File: src/rtl/sr_req_arbiter_if.sv
// Request/grant and SR flip-flop drive bundle for sr_req_arbiter.
// master: requester side plus the flip-flop feedback; slave: the arbiter.
interface sr_req_arbiter_if #(
   parameter int unsigned NREQ = 4
);
   logic [NREQ-1:0] req;
   logic [NREQ-1:0] op;
   logic [NREQ-1:0] gnt;
   logic            s;
   logic            r;
   logic            q_in;
   logic            busy;
   logic            done;
   logic            err;

   modport master (
      output req, op, q_in,
      input  gnt, s, r, busy, done, err
   );

   modport slave (
      input  req, op, q_in,
      output gnt, s, r, busy, done, err
   );
endinterface

File: src/rtl/sr_req_arbiter.sv
// Round-robin arbiter sharing one clocked SR flip-flop between NREQ requesters.
// Each grant drives s (op=1) or r (op=0) for HOLD_CYC cycles, then completes.
// Optional macro SR_ARB_VERIFY_EN adds a CHECK state that compares q_in with
// the requested value and pulses err alongside done on a miscompare.
module sr_req_arbiter #(
   parameter int unsigned NREQ     = 4,
   parameter int unsigned HOLD_CYC = 1
) (
   input logic             clk,
   input logic             rst_n,
   sr_req_arbiter_if.slave bus
);

   localparam int unsigned PW = (NREQ > 1) ? $clog2(NREQ) : 1;
   localparam int unsigned CW = 4;

`ifdef SR_ARB_VERIFY_EN
   typedef enum logic [1:0] {
      ST_IDLE  = 2'd0,
      ST_DRIVE = 2'd1,
      ST_CHECK = 2'd2
   } state_t;
`else
   typedef enum logic [1:0] {
      ST_IDLE  = 2'd0,
      ST_DRIVE = 2'd1
   } state_t;
`endif

   state_t          r_state;
   logic [PW-1:0]   r_ptr;
   logic [CW-1:0]   r_cnt;
   logic [NREQ-1:0] r_gnt;
   logic            r_s;
   logic            r_r;
   logic            r_busy;
   logic            r_done;
`ifdef SR_ARB_VERIFY_EN
   logic            r_err;
   logic            r_op_l;
`else
   logic            w_unused_q;
`endif

   logic            w_found;
   logic [PW-1:0]   w_idx;
   logic [PW-1:0]   w_next_ptr;
   logic [NREQ-1:0] w_onehot;

   // Round-robin search: first pending requester at or after r_ptr.
   always_comb begin
      int unsigned v_i;
      w_found = 1'b0;
      w_idx   = '0;
      v_i     = 0;
      for (int unsigned k = 0; k < NREQ; k++) begin
         v_i = (32'(r_ptr) + k) % NREQ;
         if (!w_found && bus.req[v_i]) begin
            w_found = 1'b1;
            w_idx   = PW'(v_i);
         end
      end
      w_next_ptr = (w_idx == PW'(NREQ - 1)) ? '0 : w_idx + 1'b1;
      w_onehot   = NREQ'(1) << w_idx;
   end

   // Arbitration FSM; all outputs registered, s and r only ever set as complements.
   always_ff @(posedge clk or negedge rst_n) begin
      if (!rst_n) begin
         r_state <= ST_IDLE;
         r_ptr   <= '0;
         r_cnt   <= '0;
         r_gnt   <= '0;
         r_s     <= 1'b0;
         r_r     <= 1'b0;
         r_busy  <= 1'b0;
         r_done  <= 1'b0;
`ifdef SR_ARB_VERIFY_EN
         r_err   <= 1'b0;
         r_op_l  <= 1'b0;
`endif
      end else begin
         r_gnt  <= '0;
         r_done <= 1'b0;
`ifdef SR_ARB_VERIFY_EN
         r_err  <= 1'b0;
`endif
         case (r_state)
            ST_IDLE: begin
               if (w_found) begin
                  r_gnt   <= w_onehot;
                  r_s     <= bus.op[w_idx];
                  r_r     <= ~bus.op[w_idx];
`ifdef SR_ARB_VERIFY_EN
                  r_op_l  <= bus.op[w_idx];
`endif
                  r_cnt   <= CW'(HOLD_CYC - 1);
                  r_ptr   <= w_next_ptr;
                  r_busy  <= 1'b1;
                  r_state <= ST_DRIVE;
               end
            end
            ST_DRIVE: begin
               if (r_cnt == '0) begin
                  r_s     <= 1'b0;
                  r_r     <= 1'b0;
`ifdef SR_ARB_VERIFY_EN
                  r_state <= ST_CHECK;
`else
                  r_done  <= 1'b1;
                  r_busy  <= 1'b0;
                  r_state <= ST_IDLE;
`endif
               end else begin
                  r_cnt <= r_cnt - 1'b1;
               end
            end
`ifdef SR_ARB_VERIFY_EN
            ST_CHECK: begin
               r_done  <= 1'b1;
               r_err   <= (bus.q_in != r_op_l);
               r_busy  <= 1'b0;
               r_state <= ST_IDLE;
            end
`endif
            default: begin
               r_s     <= 1'b0;
               r_r     <= 1'b0;
               r_busy  <= 1'b0;
               r_state <= ST_IDLE;
            end
         endcase
      end
   end

   assign bus.gnt  = r_gnt;
   assign bus.s    = r_s;
   assign bus.r    = r_r;
   assign bus.busy = r_busy;
   assign bus.done = r_done;
`ifdef SR_ARB_VERIFY_EN
   assign bus.err  = r_err;
`else
   assign bus.err  = 1'b0;
   assign w_unused_q = bus.q_in;
`endif

endmodule
File: src/flat_wrapper.sv
// flat-port wrapper written by rule: the top's interface ports become plain ports
module sr_req_arbiter_flat 
#(
   parameter int unsigned NREQ     = 4,
   parameter int unsigned HOLD_CYC = 1
)
  (clk, rst_n, bus_req, bus_op, bus_q_in, bus_gnt, bus_s, bus_r, bus_busy, bus_done, bus_err);
  sr_req_arbiter_if #(.NREQ(NREQ)) bus_i ();
  input logic clk;
  input logic rst_n;
  input wire logic [$bits(bus_i.req)-1:0] bus_req;
  input wire logic [$bits(bus_i.op)-1:0] bus_op;
  input wire logic [$bits(bus_i.q_in)-1:0] bus_q_in;
  output wire logic [$bits(bus_i.gnt)-1:0] bus_gnt;
  output wire logic [$bits(bus_i.s)-1:0] bus_s;
  output wire logic [$bits(bus_i.r)-1:0] bus_r;
  output wire logic [$bits(bus_i.busy)-1:0] bus_busy;
  output wire logic [$bits(bus_i.done)-1:0] bus_done;
  output wire logic [$bits(bus_i.err)-1:0] bus_err;
  assign bus_i.req = bus_req;
  assign bus_i.op = bus_op;
  assign bus_i.q_in = bus_q_in;
  assign bus_gnt = bus_i.gnt;
  assign bus_s = bus_i.s;
  assign bus_r = bus_i.r;
  assign bus_busy = bus_i.busy;
  assign bus_done = bus_i.done;
  assign bus_err = bus_i.err;
  sr_req_arbiter #(.NREQ(NREQ), .HOLD_CYC(HOLD_CYC)) u_core (.clk(clk), .rst_n(rst_n), .bus(bus_i));
endmodule
File: config.mk
export PLATFORM = sky130hd
export DESIGN_NAME = sr_req_arbiter_flat
export DESIGN_NICKNAME = d
export VERILOG_FILES = /design/src/rtl/sr_req_arbiter_if.sv /design/src/rtl/sr_req_arbiter.sv /design/src/flat_wrapper.sv
export SDC_FILE = /design/constraint.sdc
export NUM_CORES = 1
export LEC_CHECK = 0
export BUFFER_PORTS_ARGS = -buffer_cell sky130_fd_sc_hd__buf_4
export CORE_UTILIZATION = 50
export CTS_BUF_LIST = sky130_fd_sc_hd__clkbuf_16
export CTS_CLUSTER_DIAMETER = 60
export DETAILED_ROUTE_END_ITERATION = 8
export PLACE_DENSITY = 0.73
export RECOVER_POWER = 25
export SKIP_CTS_REPAIR_TIMING = 1
export SYNTH_ARGS = -nofsm -noshare
export SYNTH_HDL_FRONTEND = slang
export SYNTH_SLANG_ARGS = --single-unit
File: constraint.sdc
create_clock -name clk -period 4.2 [get_ports clk]
set_input_delay 0.42 -clock clk [delete_from_list [all_inputs] [get_ports clk]]
set_output_delay 0.42 -clock clk [all_outputs]
set_load 0.05 [all_outputs]
* Word level (Yosys, flattened, before mapping)
Index checks and enable logic that the tools add are counted.
** Word-level totals
- Register bits after elaboration :: 16
- Bits of input ports :: 11
- Output and inout bits :: 9
- Word-level logic and storage cells :: 73
** Operators by class
- Add/subtract/negate cells :: 5
- $lt $le $gt $ge :: 5
- Equal/unequal tests :: 5
- Shifts and indexed selects :: 1
- Mux-type cells :: 36
- Bitwise logic cells :: 1
- Reductions and logical operators :: 12
** Operator list (number)
- $mux W4 :: 4
- $lt A2 B3 Y1 const B :: 5
- $mux W1 :: 15
- $mux W2 :: 7
- $bmux W1 S2 :: 5
- $pmux W4 S2 :: 1
- $pmux W1 S2 :: 3
- $add A2 B1 Y2 const B :: 2
- $add A2 B2 Y2 const B :: 2
- $logic_not A4 Y1 :: 1
- $ne A2 B1 Y1 const B :: 2
- $pmux W2 S2 :: 1
- $reduce_and A2 Y1 :: 2
- $shl A1 B2 Y4 const A :: 1
- $sub A4 B1 Y4 const B :: 1
- $logic_and A1 B1 Y1 :: 3
- $logic_not A1 Y1 :: 3
- $reduce_and A3 Y1 :: 1
- $eq A2 B1 Y1 const B :: 1
- $eq A2 B2 Y1 const B :: 1
- $logic_not A2 Y1 :: 1
- $ne A2 B2 Y1 const B :: 1
- $reduce_bool A2 Y1 :: 1
- $not A1 Y1 :: 1

* Depth between registers and ports, before layout
Gate-level depths: netlist of the first run.
- Word-level depth :: 17
- Mapped depth :: 7
- Depth with buffers taken out :: 7

* Worst setup path after synthesis of the first run
Ideal clock, no wire load.
- Path kind :: reg2reg
- Start point :: register u_core.r_ptr[1]
- End point :: register u_core.r_s (netlist: u_core.bus.s)
- Library setup time :: 126 ps
- Data arrival time :: 1607 ps
- Data required time :: 4074 ps
- Slack :: 2466 ps
- Cell stages (with the launch flop) :: 6
- Buffers on the path :: 0
- Period minus slack after synthesis :: 1734 ps
- Cells stage by stage :: dfrtp_1 > mux2_1 > o221ai_2 > mux2i_1 > nor3_1 > a311o_1
** Between the ends
- Word-level cells in the longest chain between the ends :: 16
- Elaborated cells on any way between the ends :: 31
- Those cells by class :: add/sub (3); eq/ne (1); mux (20); reduce/logical (7)
** RTL lines
- from (decl) :: RTL line sr_req_arbiter.sv:31 : logic [PW-1:0] r_ptr;
- from (signal assigned) :: RTL line sr_req_arbiter.sv:98 : r_ptr <= w_next_ptr;
- parallel branches: the longest is 16 deep, another holds $add A2 B1 Y2
- to (signal assigned) :: RTL line sr_req_arbiter.sv:92 : r_s <= bus.op[w_idx];
- to (decl) :: RTL line sr_req_arbiter.sv:34 : logic r_s;
Parallel ways; which one is timed is not known. The select of a mux whose other input is x is not followed.
A chain may end at the register's enable or synchronous reset.

* Final worst setup path of the first run
Ends and elaborated chain as after synthesis.

==> results of run 1 <==
-- metrics by stage --
stage / cells / setup WS (ns) / area [um2] / hold slack [ns]
2_1_floorplan: 72 / 2.466 / 747.0 / 0.1244
3_3_place_gp: 102 / 2.248 / 874.6 / 0.2761
3_5_place_dp: 102 / 2.251 / 874.6 / 0.2788
4_1_cts: 105 / 2.308 / 949.7 / 0.03010
5_1_grt: 105 / 2.194 / 945.9 / 0.3009
6_report: 105 / 2.306 / 945.9 / 0.2138
-- worst paths after layout --
| path | slack (ns) | startpoint | cells after the start | endpoint |
|---|---|---|---|---|
| min in group clk | 0.52 | u_core.r_cnt[2] | 1 | u_core.r_cnt[2] |
| max reg2reg | 2.31 | u_core.r_ptr[1] | 5 | u_core.bus.s |
| min reg2reg | 0.52 | u_core.r_cnt[2] | 1 | u_core.r_cnt[2] |
| min | 0.21 | rst_n | 1 | u_core.r_cnt[1] |
| max in group asynchronous | 3.54 | rst_n | 1 | u_core.bus.gnt[2] |
| max | 2.31 | u_core.r_ptr[1] | 5 | u_core.bus.s |
-- layer usage --
| metal | vias to the layer above | wire (um) | global-route usage [%] |
|---|---|---|---|
| met5 | - | 0 | 0 |
| met4 | 0 | 0 | 7.500 |
| met3 | 0 | 54 | 4.891 |
| met2 | 15 | 638 | 32.94 |
| met1 | 246 | 680 | 26.35 |
| li1 | 279 | - | - |
-- cell families after synthesis --
kind of cell    after synthesis  synth area share, %
simple gates                 26                17.92
buf+inv                      10                6.533
compound gates                9                10.05
other cells                   1               0.5020
mux                           5                6.868
flops                        14                46.90
xor+xnor                      1                1.173
fa+ha+maj                     6                10.05
-- flip-flops by register name, indices dropped and copies added (netlist names) --
name and flops:
u_core.bus.busy 1, u_core.bus.r 1, u_core.bus.gnt 4, u_core.bus.s 1, u_core.r_cnt 4, u_core.r_ptr 2
u_core.bus.done 1
-- power breakdown --
group	internal [W]	total, W	switching, W
clock network	0.000124	0.000172	0.0000477
registers	0.000190	0.000233	0.0000431
logic	0.000128	0.000354	0.000226
total	0.000442	0.000759	0.000317
-- placed cells by master, fill, tap and decap left out --
master     instances
clkbuf_16          3
clkbuf_1           1
buf_4             16
nand3_1            4
and2_1             4
nor4_1             2
nor3_1             2
o221ai_2           1
mux2_1             1
a22oi_1            1
a21boi_0           1
a21oi_1            2
nand2b_1           1
conb_1             1
a311o_1            1
nor2_1             3
o22a_2             1
or2_2              1
ha_1               6
nand2_1            7
a21o_2             1
xnor2_1            1
inv_1              8
dfrtp_1           14
mux2i_1            4
or3b_1             1
nor3b_1            1
o22ai_1            1
-- area by class of cell --
cell class,count,area share (%)
Clock buffer,3,7.937
Inverter,8,3.175
Multi-Input combinational cell,48,36.77
Sequential cell,14,37.04
Tap cell,15,1.984
Timing Repair Buffer,17,13.10
==> impl_metrics.tcl, run 1 <==
set metrics [dict create \
    gp_congestion 0.7566 \
    die_h_um 40.65 \
    maxCapViolations 0 \
    synth_edf_count 0 \
    n_antenna_cell 0 \
    cts_buffers 3 \
    wire_per_inst_um 13.09 \
    grt_start_max_net_pins 15 \
    drive_above_1_share_pct 25.56 \
    numPortBuffers 17 \
    drt-total-wl_um 1374 \
    slowest_delay_ns 0.43 \
    fill_cells 106 \
    nets 109 \
    cp-start-kind "register" \
    p_total_w 0.0007585 \
    drtIter0Drc 11 \
    clock_skew_ns 0.0009479 \
    grt_pass1_wl_um 2125 \
    drc 0 \
    avgViaCountPerCell 5.143 \
    slew_viol_final 0 \
    synth_seq_area_share_pct 46.90 \
    hpwl_um 1027 \
    utilization_pct 70.06 \
    finalSetupViolCount 0 \
    worstSetupPathType "register to register" \
    track_usage_pct 20.43 \
    ir_worst_vdd_mv 0.6216 \
    insertion_delay_ns 0.24 \
    multiInputGateArea_um2 347.8 \
    syn_inst 72 \
    grt_pass1_vias 477 \
    die_w_um 40.65 \
    cp_top_family "compound AO/OA/AOI/OAI gates" \
    cp_slowest_cell "dfrtp_1" \
    cts_sinks 14 \
    htreeDepth 1 \
    max-slew-margin-rel_pct 52.27 \
    hold_class "input pin to async pin" \
    tightest_slew_ns 0.7159 \
    timing.final.crit_share_pct 45.10 \
    syn_nets 89 \
    area_growth_pct 26.63 \
    netlist_top_cells_area "dfrtp_1 47%, ha_1 10%, mux2i_1 5.4%" \
    fmaxAchievable_mhz 528.0 \
    synth-seq-cells 14 \
    path_clk_slew_ns 0.04 \
    fp.coreArea_um2 1350 \
    endpoint_kind "register" \
    hold_violations 0 \
    synth_cell_types 27 \
    dieArea_um2 1652 \
    cts_max_path_buffers 2 \
    grt_antenna_before_repair 0 \
    status "finished clean" \
    synth.top_cell.area_share_pct 46.90 \
    cts_root_buf "clkbuf_16" \
    path_max_fanout 6 \
    tritoncts "done" \
    rows 13 \
    path_buf_inv 0 \
    path_cells "mux2_1, o221ai_2, mux2i_1, nor3_1, a311o_1" \
    worstPathArrival_ns 2.01 \
    synth_top_cell_by_area "dfrtp_1" \
    p_leak_nw 0.5007 \
    async_reset_ff_share_pct 100.0 \
    setup_tns_ns 0 \
    start_util_pct 55.33 \
    gr-total-overflow 0 \
    period_minus_slack_ns 1.894 \
    syn_area_um2 747.0 \
    seq_area_um2 350.3 \
    dr_total_vias 540 \
    synthFlopType "dfrtp_1" \
    rsz0062_at_grt "false" \
    ys_top_cells_by_count "14 x dfrtp_1, 8 x inv_1, 7 x nand2_1, 6 x ha_1" \
    antenna_left 0 \
    yosysWarnings 0 \
    crit_required_ns 4.32 \
    synth_most_common_cell "dfrtp_1" \
    p_per_area_nw_per_um2 801.9 \
    io_pins 20 \
    first_pass_iters 4 \
    syn_area_per_cell_um2 10.37 \
]
(Power assumes the default switching activity.)
==> inputs of run 2 (changes only) <==
--- a/config.mk
+++ b/config.mk
@@ -6,11 +6,11 @@
 export NUM_CORES = 1
 export LEC_CHECK = 0
 export BUFFER_PORTS_ARGS = -buffer_cell sky130_fd_sc_hd__buf_4
-export CORE_UTILIZATION = 50
+export CORE_UTILIZATION = 49
 export CTS_BUF_LIST = sky130_fd_sc_hd__clkbuf_16
 export CTS_CLUSTER_DIAMETER = 60
 export DETAILED_ROUTE_END_ITERATION = 8
-export PLACE_DENSITY = 0.73
+export PLACE_DENSITY = 0.72
 export RECOVER_POWER = 25
 export SKIP_CTS_REPAIR_TIMING = 1
 export SYNTH_ARGS = -nofsm -noshare
==> constraint.sdc (replaced) <==
create_clock -name clk -period 1.76 [get_ports clk]
set_input_delay 0.176 -clock clk [delete_from_list [all_inputs] [get_ports clk]]
set_output_delay 0.176 -clock clk [all_outputs]
set_load 0.05 [all_outputs]
==> impl_metrics.tcl, run 2 (synthesis results as in run 1) <==
set metrics [dict create \
    cp_slowest_cell "dfrtp_1" \
    utilization_pct 72.53 \
    maxCapViolations 0 \
    io_pins 20 \
    r2r-start "u_core.r_ptr[1]" \
    path_max_fanout 4 \
    htreeDepth 1 \
    timing.final.crit_share_pct 98.75 \
    drc 0 \
    max-slew-margin-rel_pct 51.97 \
    endpoint_kind "register" \
    area_growth_pct 32.66 \
    ir_worst_vdd_mv 1.227 \
    track_usage_pct 19.41 \
    setup_tns_ns 0 \
    rsz0062_at_grt "true" \
    avgViaCountPerCell 5.102 \
    r2r_setup_slack_ns 0.02 \
    cts_buffers 3 \
    final_common_cell "buf_4" \
    grt_antenna_before_repair 0 \
    insertion_delay_ns 0.24 \
    antenna_left 0 \
    drt-total-wl_um 1352 \
    tightest_slew_ns 0.7205 \
    grt_pass1_wl_um 1980 \
    slew_viol_final 0 \
    path_buf_inv 0 \
    layoutNonFillerInstCount 108 \
    finalSetupViolCount 0 \
    dieArea_um2 1685 \
    grt_use_met3_pct 8.152 \
    fill_cells 99 \
    cts_root_buf "clkbuf_16" \
    numPortBuffers 17 \
    hpwl_um 1005 \
    period_minus_slack_ns 1.738 \
    grt_start_max_net_pins 15 \
    gp_congestion 0.7329 \
    nets 112 \
    hold_violations 0 \
    p_per_area_nw_per_um2 1905 \
    dp.cells 104 \
    hold_class "input pin to register" \
    wire_per_inst_um 12.52 \
    drtIter0Drc 11 \
    die_h_um 41.05 \
    cp-start-kind "register" \
    p_leak_nw 0.5237 \
    startpoint "u_core.r_ptr[1]" \
    tritoncts "done" \
    fmaxAchievable_mhz 575.4 \
    crit_required_ns 1.88 \
    worstPathArrival_ns 1.86 \
    path_clk_slew_ns 0.04 \
    first_pass_iters 4 \
    cp-endpoint "u_core.bus.s" \
    die_w_um 41.05 \
    met2_usage_pct 26.56 \
    cts_sinks 14 \
    r2r_cells 5 \
    dr_total_vias 551 \
    status "finished clean" \
    n_antenna_cell 0 \
    start_util_pct 54.67 \
    slowest_delay_ns 0.41 \
    fp.coreArea_um2 1366 \
    met1_usage_pct 24.50 \
    rows 13 \
    worstSetupPathType "register to register" \
    gr-total-overflow 0 \
    path_depth 5 \
    path_cells "mux2_4, o221ai_4, mux2i_1, nor3_1, a311o_1" \
    grt-busiest-layer "met2" \
    p_total_w 0.001887 \
    reg2reg_to "u_core.bus.s" \
    clock_skew_ns 0.001459 \
    grt_pass1_vias 469 \
    cts_max_path_buffers 2 \
    drive_above_1_share_pct 29.03 \
    layout_common_cells "18 x buf_4, 14 x dfrtp_1, 8 x inv_1, 7 x nand2_1, 6 x ha_1" \
    cp_top_family "multiplexers" \
]
[run 2: changes by cell type in the layout (fill, tap and decap cells not counted)]
| cell | previous run | this run |
|---|---|---|
| o221ai_4 | 0 | 1 |
| dlygate4sd3_1 | 0 | 1 |
| nor3b_1 | 1 | 0 |
| a21boi_0 | 1 | 0 |
| a21boi_1 | 0 | 1 |
| o221ai_2 | 1 | 0 |
| buf_4 | 16 | 18 |
| mux2_1 | 1 | 0 |
| mux2_4 | 0 | 1 |
| nor3b_2 | 0 | 1 |
[run 2: area by class of cell]
class | instances | area [um2] | area share [%]
clock buffers | 3 | 75.07 | 7.576
multi-input cells | 48 | 367.9 | 37.12
flip-flops and latches | 14 | 350.3 | 35.35
inverters | 8 | 30.03 | 3.030
repair buffers | 20 | 148.9 | 15.03
well taps | 15 | 18.77 | 1.894
[run 2: how the worst min path moves through the flow]
stage                   start               to  depth (start not counted)
global route        bus_op[3]     u_core.bus.r                          4
CTS                     rst_n  u_core.bus.done                          1
finish              bus_op[1]     u_core.bus.r                          4
global placement        rst_n  u_core.r_cnt[3]                          1
floorplan               rst_n  u_core.bus.busy                          0
detailed placement      rst_n  u_core.r_cnt[2]                          1
[run 2: metal layers]
metal	share of wire [%]	vias up
met4	2.2	0
met2	43	18
met1	50	244
met3	5.4	5
met5	0	-
li1	-	284
[run 2: power by group]
group / switching (W) / leakage (nW) / internal (W)
logic: 0.000562 / 0.309 / 0.000358
clock network: 0.000122 / 0.0370 / 0.000296
registers: 0.0000958 / 0.178 / 0.000453
total: 0.000779 / 0.524 / 0.00111
[run 2: tightest hold or removal path, stage by stage]
cell,delay (ns)
buf_4,0.07
mux2i_1,0.07
nand3_1,0.09
nand3_1,0.07
[run 2: metrics by stage]
step | hold slack (ns) | cell area (um2) | setup slack [ns]
final | 0.2882 | 991.0 | 0.02194
after detailed placement | 0.03380 | 889.6 | 0.02245
after global placement | 0.03169 | 889.6 | 0.01846
after global routing | 0.3116 | 991.0 | -0.03519
after floorplan | -0.1196 | 747.0 | 0.02628
after CTS | -0.2236 | 964.7 | 0.01450
